$ cat config.mk
export PLATFORM = sky130hd
export DESIGN_NAME = uart_tx_flat
export DESIGN_NICKNAME = d
export VERILOG_FILES = /design/src/rtl/uart_pkg.sv /design/src/rtl/uart_tx_if.sv /design/src/rtl/uart_bit_timer.sv /design/src/rtl/uart_tx.sv /design/src/flat_wrapper.sv
export SDC_FILE = /design/constraint.sdc
export NUM_CORES = 1
export LEC_CHECK = 0
export ABC_AREA = 0
export BUFFER_PORTS_ARGS = -buffer_cell sky130_fd_sc_hd__buf_4
export CAP_MARGIN = 20
export CORE_UTILIZATION = 29
export CTS_CLUSTER_DIAMETER = 80
export DETAILED_ROUTE_END_ITERATION = 6
export PLACE_DENSITY = 0.51
export SLEW_MARGIN = 5
export SYNTH_ARGS = -nofsm -noshare
export SYNTH_HDL_FRONTEND = slang
export SYNTH_SLANG_ARGS = --single-unit
$ cat constraint.sdc
create_clock -name Clk -period 5 [get_ports Clk]
set_input_delay 1 -clock Clk [delete_from_list [all_inputs] [get_ports Clk]]
set_output_delay 1 -clock Clk [all_outputs]
set_load 0.01 [all_outputs]
$ cat src/rtl/uart_pkg.sv
// Shared UART definitions: FSM state encoding, frame geometry and line levels.
package uart_pkg;

  localparam int unsigned UART_DATA_BITS = 8;
  localparam int unsigned UART_IDX_W     = $clog2(UART_DATA_BITS);

  localparam logic UART_IDLE_LEVEL  = 1'b1;
  localparam logic UART_START_LEVEL = 1'b0;
  localparam logic UART_STOP_LEVEL  = 1'b1;

  typedef enum logic [2:0] {
    UART_IDLE  = 3'd0,
    UART_START = 3'd1,
    UART_DATA  = 3'd2,
    UART_STOP  = 3'd3
  } uart_state_e;

endpackage

$ cat src/rtl/uart_tx_if.sv
// Byte handshake and serial-side status of the UART transmitter.
interface uart_tx_if;
  import uart_pkg::*;

  logic                      Tx_Valid;
  logic [UART_DATA_BITS-1:0] Tx_Byte;
  logic                      Tx_Ready;
  logic                      Tx_Serial;
  logic                      Tx_Active;
  logic                      Tx_Done;

  modport master (
    output Tx_Valid, Tx_Byte,
    input  Tx_Ready, Tx_Serial, Tx_Active, Tx_Done
  );

  modport slave (
    input  Tx_Valid, Tx_Byte,
    output Tx_Ready, Tx_Serial, Tx_Active, Tx_Done
  );
endinterface

$ cat src/rtl/uart_bit_timer.sv
// Counts clocks within one serial bit; bit_end marks the last clock of the bit,
// bit_pre_end_c the clock before it (so callers can register last-clock outputs).
module uart_bit_timer #(
  parameter int unsigned CLKS_PER_BIT = 10417
) (
  input  logic Clk,
  input  logic Rst,
  input  logic clear,
  input  logic enable,
  output logic bit_end,
  output logic bit_pre_end_c
);

  localparam int unsigned CNT_W = (CLKS_PER_BIT > 1) ? $clog2(CLKS_PER_BIT) : 1;
  localparam logic [CNT_W-1:0] LAST     = CNT_W'(CLKS_PER_BIT - 1);
  localparam logic [CNT_W-1:0] PRE_LAST = CNT_W'(CLKS_PER_BIT - 2);

  logic [CNT_W-1:0] count;

  assign bit_pre_end_c = enable && (count == PRE_LAST);

  always_ff @(posedge Clk) begin
    if (Rst || clear) begin
      count   <= '0;
      bit_end <= 1'b0;
    end else begin
      bit_end <= bit_pre_end_c;
      if (enable) begin
        count <= (count == LAST) ? '0 : count + CNT_W'(1);
      end
    end
  end

endmodule

$ cat src/rtl/uart_tx.sv
// 8N1 UART transmitter with a one-byte holding register for gapless back-to-back frames.
module uart_tx
  import uart_pkg::*;
#(
  parameter int unsigned CLKS_PER_BIT = 10417
) (
  input  logic     Clk,
  input  logic     Rst,
  uart_tx_if.slave tx
);

  uart_state_e               state;
  logic [UART_DATA_BITS-1:0] hold;
  logic [UART_DATA_BITS-1:0] shift;
  logic                      hold_full;
  logic [UART_IDX_W-1:0]     bit_index;
  logic [UART_IDX_W-1:0]     next_index_c;
  logic                      bit_end;
  logic                      bit_pre_end_c;
  logic                      accept_c;
  logic                      load_c;

  uart_bit_timer #(.CLKS_PER_BIT(CLKS_PER_BIT)) u_timer (
    .Clk           (Clk),
    .Rst           (Rst),
    .clear         (state == UART_IDLE),
    .enable        (state != UART_IDLE),
    .bit_end       (bit_end),
    .bit_pre_end_c (bit_pre_end_c)
  );

  assign accept_c     = tx.Tx_Valid && !hold_full;
  assign load_c       = hold_full && ((state == UART_IDLE) || ((state == UART_STOP) && bit_end));
  assign next_index_c = bit_index + UART_IDX_W'(1);
  assign tx.Tx_Ready  = !hold_full;

  // Holding register: an accept and a load never coincide since they need opposite hold_full.
  always_ff @(posedge Clk) begin
    if (Rst) begin
      hold      <= '0;
      hold_full <= 1'b0;
    end else if (accept_c) begin
      hold      <= tx.Tx_Byte;
      hold_full <= 1'b1;
    end else if (load_c) begin
      hold_full <= 1'b0;
    end
  end

  always_ff @(posedge Clk) begin
    if (Rst) begin
      state        <= UART_IDLE;
      shift        <= '0;
      bit_index    <= '0;
      tx.Tx_Serial <= UART_IDLE_LEVEL;
      tx.Tx_Active <= 1'b0;
      tx.Tx_Done   <= 1'b0;
    end else begin
      tx.Tx_Done <= (state == UART_STOP) && bit_pre_end_c;
      case (state)
        UART_IDLE: begin
          bit_index    <= '0;
          tx.Tx_Serial <= UART_IDLE_LEVEL;
          tx.Tx_Active <= 1'b0;
          if (load_c) begin
            shift        <= hold;
            state        <= UART_START;
            tx.Tx_Serial <= UART_START_LEVEL;
            tx.Tx_Active <= 1'b1;
          end
        end
        UART_START: begin
          if (bit_end) begin
            state        <= UART_DATA;
            tx.Tx_Serial <= shift[0];
          end
        end
        UART_DATA: begin
          if (bit_end) begin
            if (bit_index == UART_IDX_W'(UART_DATA_BITS - 1)) begin
              bit_index    <= '0;
              state        <= UART_STOP;
              tx.Tx_Serial <= UART_STOP_LEVEL;
            end else begin
              bit_index    <= next_index_c;
              tx.Tx_Serial <= shift[next_index_c];
            end
          end
        end
        UART_STOP: begin
          // A pending byte starts its start bit on the very next clock.
          if (bit_end) begin
            if (load_c) begin
              shift        <= hold;
              state        <= UART_START;
              tx.Tx_Serial <= UART_START_LEVEL;
            end else begin
              state        <= UART_IDLE;
              tx.Tx_Serial <= UART_IDLE_LEVEL;
              tx.Tx_Active <= 1'b0;
            end
          end
        end
        default: begin
          state        <= UART_IDLE;
          bit_index    <= '0;
          tx.Tx_Serial <= UART_IDLE_LEVEL;
          tx.Tx_Active <= 1'b0;
        end
      endcase
    end
  end

endmodule

$ cat src/flat_wrapper.sv
// flat-port wrapper written by rule: the top's interface ports become plain ports
module uart_tx_flat import uart_pkg::*;
#(
  parameter int unsigned CLKS_PER_BIT = 10417
)
  (Clk, Rst, tx_Tx_Valid, tx_Tx_Byte, tx_Tx_Ready, tx_Tx_Serial, tx_Tx_Active, tx_Tx_Done);
  uart_tx_if tx_i ();
  input  logic Clk;
  input  logic Rst;
  input wire logic [$bits(tx_i.Tx_Valid)-1:0] tx_Tx_Valid;
  input wire logic [$bits(tx_i.Tx_Byte)-1:0] tx_Tx_Byte;
  output wire logic [$bits(tx_i.Tx_Ready)-1:0] tx_Tx_Ready;
  output wire logic [$bits(tx_i.Tx_Serial)-1:0] tx_Tx_Serial;
  output wire logic [$bits(tx_i.Tx_Active)-1:0] tx_Tx_Active;
  output wire logic [$bits(tx_i.Tx_Done)-1:0] tx_Tx_Done;
  assign tx_i.Tx_Valid = tx_Tx_Valid;
  assign tx_i.Tx_Byte = tx_Tx_Byte;
  assign tx_Tx_Ready = tx_i.Tx_Ready;
  assign tx_Tx_Serial = tx_i.Tx_Serial;
  assign tx_Tx_Active = tx_i.Tx_Active;
  assign tx_Tx_Done = tx_i.Tx_Done;
  uart_tx #(.CLKS_PER_BIT(CLKS_PER_BIT)) u_core (.Clk(Clk), .Rst(Rst), .tx(tx_i));
endmodule
== Word-level counts from Yosys, hierarchy flattened ==
Index checks and enable logic that the tools add are counted.

* Order comparisons: 1
* Reduce and logical (&&, ||, !) cells: 19
* Multiplexer cells: 28
* Eq/ne operators: 12
* Bitwise logic cells: 2
* $add $sub $neg: 2

{| class="wikitable"
|+ Operators with widths
! operator !! count
|-
| equality test 14 bit, second input constant || 2
|-
| two-way mux 3 bit || 7
|-
| two-way mux 8 bit || 2
|-
| one-hot mux 8 bit (2 select lines) || 1
|-
| adder 14 x 1 -> 14 bit, second input constant || 1
|-
| two-way mux 14 bit || 1
|-
| two-way mux 1 bit || 12
|-
| one-hot mux 3 bit (4 select lines) || 1
|-
| inequality test 2 bit, second input constant || 4
|-
| equality test 3 x 2 -> 1 bit, second input constant || 2
|-
| one-hot mux 3 bit (2 select lines) || 1
|-
| AND reduction 3 bit || 2
|-
| logical AND 1 bit || 5
|-
| AND reduction 5 bit || 1
|-
| less-than comparator 3 x 4 -> 1 bit, second input constant || 1
|-
| inequality test 2 x 1 -> 1 bit, second input constant || 2
|-
| one-hot mux 1 bit (4 select lines) || 1
|-
| AND reduction 2 bit || 2
|-
| nonzero test 2 bit || 2
|-
| OR reduction 2 bit || 2
|-
| adder 3 x 1 -> 3 bit, second input constant || 1
|-
| binary-select mux 1 bit (select 3 bit) || 1
|-
| equality test 3 x 1 -> 1 bit, second input constant || 1
|-
| equality test 3 bit, second input constant || 1
|-
| 6 further kinds || 8
|}

* Logic and storage cells: 74
* Output and inout port bits: 4
* Register bits after elaboration: 41

== Depth between registers and ports, before layout ==
* Depth in word-level cells: 7
* Gate-level depth with buffers: 6
* Gate-level depth less buffers: 6

== Modules after synthesis ==
Synthesis repeated with hierarchy kept, for this count alone.

* Cell total of the unflattened synthesis: 215
* Area, all modules: 1954.4 um^2

{| class="wikitable"
|+ By module, submodules not included
! module !! instances !! cells each !! area each (um^2)
|-
| uart_tx || 1 || 134 || 1214.9
|-
| uart_bit_timer || 1 || 81 || 739.5
|}

== Worst setup path after synthesis ==
OpenSTA, ideal clock, no wires.

* Path kind: reg2reg
* From: register u_core.bit_index[0]
* To: register u_core.tx.Tx_Serial
* Library setup time: 0.135 ns
* Clock period less this slack: 1.768 ns
* Arrival: 1.633 ns
* Cell stages (with the launch flop): 6
* Setup slack: 3.232 ns
* Data required time: 4.865 ns
* Buffers on the path: 0
* Cell sequence: dfxtp_1 -> ha_1 -> mux4_2 -> or2_1 -> a31oi_1 -> o211ai_1

* Cells in the longest elaborated chain, start to end: 6
* Elaborated cells on any way between the ends: 7
* Those cells by class: 1 x add/sub; 1 x eq/ne; 5 x mux

{| class="wikitable"
|+ Ends and longest elaborated chain
! what !! RTL line !! text
|-
| start: declaration || uart_tx.sv:16 || <nowiki>logic [UART_IDX_W-1:0] bit_index;</nowiki>
|-
| start signal: assignment || uart_tx.sv:85 || <nowiki>bit_index <= next_index_c;</nowiki>
|-
| adder 3 x 1 -> 3 bit || uart_tx.sv:34 || <nowiki>assign next_index_c = bit_index + UART_IDX_W'(1);</nowiki>
|-
| binary-select mux 1 bit (select 3 bit) || uart_tx.sv:86 || <nowiki>tx.Tx_Serial <= shift[next_index_c];</nowiki>
|-
| two-way mux 1 bit (not written as such) || uart_tx.sv:86 ||
|-
| two-way mux 1 bit * || uart_tx.sv:80 || <nowiki>if (bit_index == UART_IDX_W'(UART_DATA_BITS - 1)) begin</nowiki>
|-
| two-way mux 1 bit * || uart_tx.sv:79 || <nowiki>if (bit_end) begin</nowiki>
|-
| one-hot mux 1 bit (4 select lines) * || uart_tx.sv:60 || <nowiki>case (state)</nowiki>
|-
| end signal: assignment || uart_tx.sv:75 || <nowiki>tx.Tx_Serial <= shift[0];</nowiki>
|-
| end signal: assignment || uart_tx.sv:86 ||
|-
| end: declaration || uart_tx_if.sv:19 || <nowiki>output Tx_Ready, Tx_Serial, Tx_Active, Tx_Done</nowiki>
|}

Mark *: on every way between the ends. The rest lies on a longest branch, timed or not. The select of a mux whose other input is x is not followed.
A chain may end at the register's enable or synchronous reset.

== Worst setup path in the final report ==
* From: register u_core.hold_full
* To: output tx_Tx_Ready

* Cells in the longest elaborated chain, start to end: 1

{| class="wikitable"
|+ Ends and longest elaborated chain
! what !! RTL line !! text
|-
| start: declaration || uart_tx.sv:15 || <nowiki>logic hold_full;</nowiki>
|-
| start signal: assignment || uart_tx.sv:41 || <nowiki>hold_full <= 1'b0;</nowiki>
|-
| start signal: assignment || uart_tx.sv:44 || <nowiki>hold_full <= 1'b1;</nowiki>
|-
| start signal: assignment || uart_tx.sv:46 || <nowiki>hold_full <= 1'b0;</nowiki>
|-
| logical NOT 1 bit || uart_tx.sv:35 || <nowiki>assign tx.Tx_Ready = !hold_full;</nowiki>
|-
| end: declaration || flat_wrapper.sv:12 || <nowiki>output wire logic [$bits(tx_i.Tx_Ready)-1:0] tx_Tx_Ready;</nowiki>
|}

No other way between the ends.

==> impl_metrics.sql <==
INSERT INTO impl_metrics (metric_group, metric, value, unit) VALUES
('clocking', 'worst_skew_pair.late_latency', '300', 'ps'),
('drt', 'vias', '1374', ''),
('synth', 'yosysTopAreaCell', 'dfxtp_1', ''),
('drt', 'drt_drc_violations_left', '0', ''),
('power_and_ir_drop', 'internal_power', '0.5846', 'mW'),
('placement', 'place_area', '2012', 'µm²'),
('timing', 'fin_crit_sh', '41.23', '%'),
('drt', 'antenna_left', '0', ''),
('timing', 'skew', '6.107', 'ps'),
('clocking', 'tritoncts', 'yes', ''),
('floorplanning', 'rows', '28', ''),
('clocking', 'deepest_clock_path_buffer_count', '2', ''),
('final_layout', 'finalNetCount', '239', ''),
('power_and_ir_drop', 'power.switching_fraction', '30.27', '%'),
('outcome', 'status', 'finished, final reports clean', ''),
('job', 'cap_viol_max_count', '0', ''),
('timing', 'fmaxAchievable', '0.4851', 'GHz'),
('timing', 'final_report_setup_violation_count', '0', ''),
('timing', 'drv_slew', '0', ''),
('grt', 'global_route.overflow_total', '0', ''),
('final_layout', 'layout-drive-gt1-share', '13.57', '%'),
('power_and_ir_drop', 'power.density', '394.8', 'nW/µm²'),
('clocking', 'cts.clk_slew.worst_paths', '80', 'ps'),
('drt', 'dr.pass1.iters', '4', ''),
('power_and_ir_drop', 'vdd_drop_max', '147.5', 'µV'),
('placement', 'gp_routability_congestion', '0.7387', ''),
('synth', 'synth-seq-cells', '40', ''),
('critical_path', 'r2r_setup_slack', '3110', 'ps'),
('final_layout', 'antenna_cells', '0', ''),
('drt', 'drt_wl_total', '3546', 'µm'),
('hold_path', 'worstHoldPathCells', '2', ''),
('critical_path', 'worst_ep_arrival_time', '1060', 'ps'),
('critical_path', 'critPathMaxFanout', '7', ''),
('critical_path', 'worstSetupPathType', 'register to output pin', ''),
('placement', 'portBuffers', '14', ''),
('floorplanning', 'fp.dieH', '81.83', 'µm'),
('grt', 'maximum_number_of_pins_on_one_net_before_global_route_repair', '25', ''),
('drt', 'initialDrtViolationCount', '63', ''),
('synth', 'post-synth-top-count-cell', 'dfxtp_1', ''),
('final_layout', 'area_growth', '14.90', '%'),
('synth', 'instance_count_of_the_mapped_netlist', '206', ''),
('timing', 'timing.final.hold_violations', '0', ''),
('grt', 'grt_first_pass_wirelength', '6120', 'µm'),
('synth', 'syn_area_per_cell', '8.971', 'µm²'),
('synth', 'yosys.area.top_type_share', '43.33', '%'),
('synth', 'number_of_distinct_library_cells_after_synthesis', '44', ''),
('placement', 'hpwlAfterDp', '2471', 'µm'),
('synth', 'synth-seq-area-share', '43.33', '%'),
('synth', 'ys_warn_count', '0', ''),
('timing', 'layout_min_cycle_time', '2062', 'ps'),
('critical_path', 'worstRegToRegCells', '5', ''),
('critical_path', 'startpoint_types', 'register', ''),
('floorplanning', 'dieArea', '6695', 'µm²'),
('power_and_ir_drop', 'net_switching_power_of_the_design', '0.2537', 'mW'),
('critical_path', 'critPathCaptureType', 'output pin', ''),
('power_and_ir_drop', 'share_of_total_power_in_the_clock_network', '31.7', '%'),
('final_layout', 'final_area', '2123', 'µm²'),
('synth', 'number_of_flops_mapped_to_enable_cells_by_yosys', '0', ''),
('power_and_ir_drop', 'power.sequential.fraction', '43.3', '%'),
('timing', 'rsz_0062_raised_after_global_routing', 'no', ''),
('power_and_ir_drop', 'leakage', '0.8194', 'nW'),
('hold_path', 'hold_path.class', 'register to register', ''),
('synth', 'most_used_dff_post_synth', 'dfxtp_1', ''),
('synth', 'synthTopCellsByCount', 'dfxtp_1, nor2_1, nand2_1, mux2i_1', ''),
('clocking', 'cts_buffers', '5', ''),
('timing', 'worst_slew_margin_rel', '54.70', '%'),
('timing', 'timing.setup.tns', '0', 'ps'),
('clocking', 'clock_sink_count', '40', ''),
('synth', 'synth-async-reset-ratio', '0', '%'),
('clocking', 'post-cts-setup-buffer-count', '0', ''),
('drt', 'avgRoutedWirePerCell', '11.98', 'µm');
==> worst max-delay path, cell delays in order (launching register included) <==
cell and delay, ps:
dfxtp_1 470, inv_1 130, buf_4 160
==> cell families after synthesis <==
group,share of synthesized area (%)
compound gates,9.818
buf+inv,4.130
mux,8.328
flops,43.33
simple gates,23.29
xor+xnor,5.687
fa+ha+maj,5.417
==> power groups by stage <==
stage	Clock [mW]	Combinational, mW	Sequential, mW
floorplan	0	0.169	0.365
global placement	0	0.210	0.371
detailed placement	0	0.211	0.371
CTS	0.275	0.212	0.363
global route	0.288	0.237	0.368
finish	0.266	0.210	0.363
==> cell usage in the layout (no fill, tap or decap), types with 6 or more instances in the layout <==
cell	synthesis	final
mux2i_1	12	12
nand2_1	23	23
xnor2_1	10	10
nor2_1	32	32
buf_4	0	14
nand3_1	6	6
inv_1	11	11
ha_1	8	8
a21oi_1	11	11
dfxtp_1	40	40
==> flip-flops by register name, summed over array words and instances (netlist names) <==
signal,cells
u_core.u_timer.count,14
u_core.hold,8
u_core.shift,8
u_core.bit_index,3
u_core.state,2
u_core.hold_full,1
u_core.tx.Tx_Active,1
u_core.tx.Tx_Done,1
u_core.tx.Tx_Serial,1
u_core.u_timer.bit_end,1
==> final cells by class <==
type / count / area (µm²)
repair buffers: 14 / 105.1
fillers: 633 / 3902
clock buffers: 5 / 68.82
inverters: 11 / 41.29
well taps: 75 / 93.84
clock inverters: 3 / 42.54
multi-input cells: 148 / 970.9
flip-flops and latches: 40 / 800.8
==> layer usage <==
metal / track usage, % / vias to the layer above / share of wire [%]
li1: - / 728 / -
met1: 16.11 / 619 / 51
met2: 18.18 / 21 / 43
met3: 3.333 / 6 / 3.6
met4: 5.789 / 0 / 1.7
met5: 0 / - / 0
==> metrics by stage <==
step	hold slack (ps)	std cells	setup slack (ps)	util [%]
floorplan	429.6	206	3232	-
global placement	444.6	288	3033	33.39
detailed placement	448.0	288	3006	33.39
CTS	459.7	296	2923	35.24
global route	483.1	296	2857	35.24
finish	455.5	296	2938	35.24
==> final timing paths <==
| check | from | endpoint |
|---|---|---|
| setup / recovery | u_core.hold_full | tx_Tx_Ready |
| hold / removal | u_core.hold[6] | u_core.hold[6] |
| setup reg to reg | u_core.bit_index[0] | u_core.tx.Tx_Serial |
| hold reg to reg | u_core.hold[6] | u_core.hold[6] |
No activity file was read; power rests on OpenSTA's default activity.
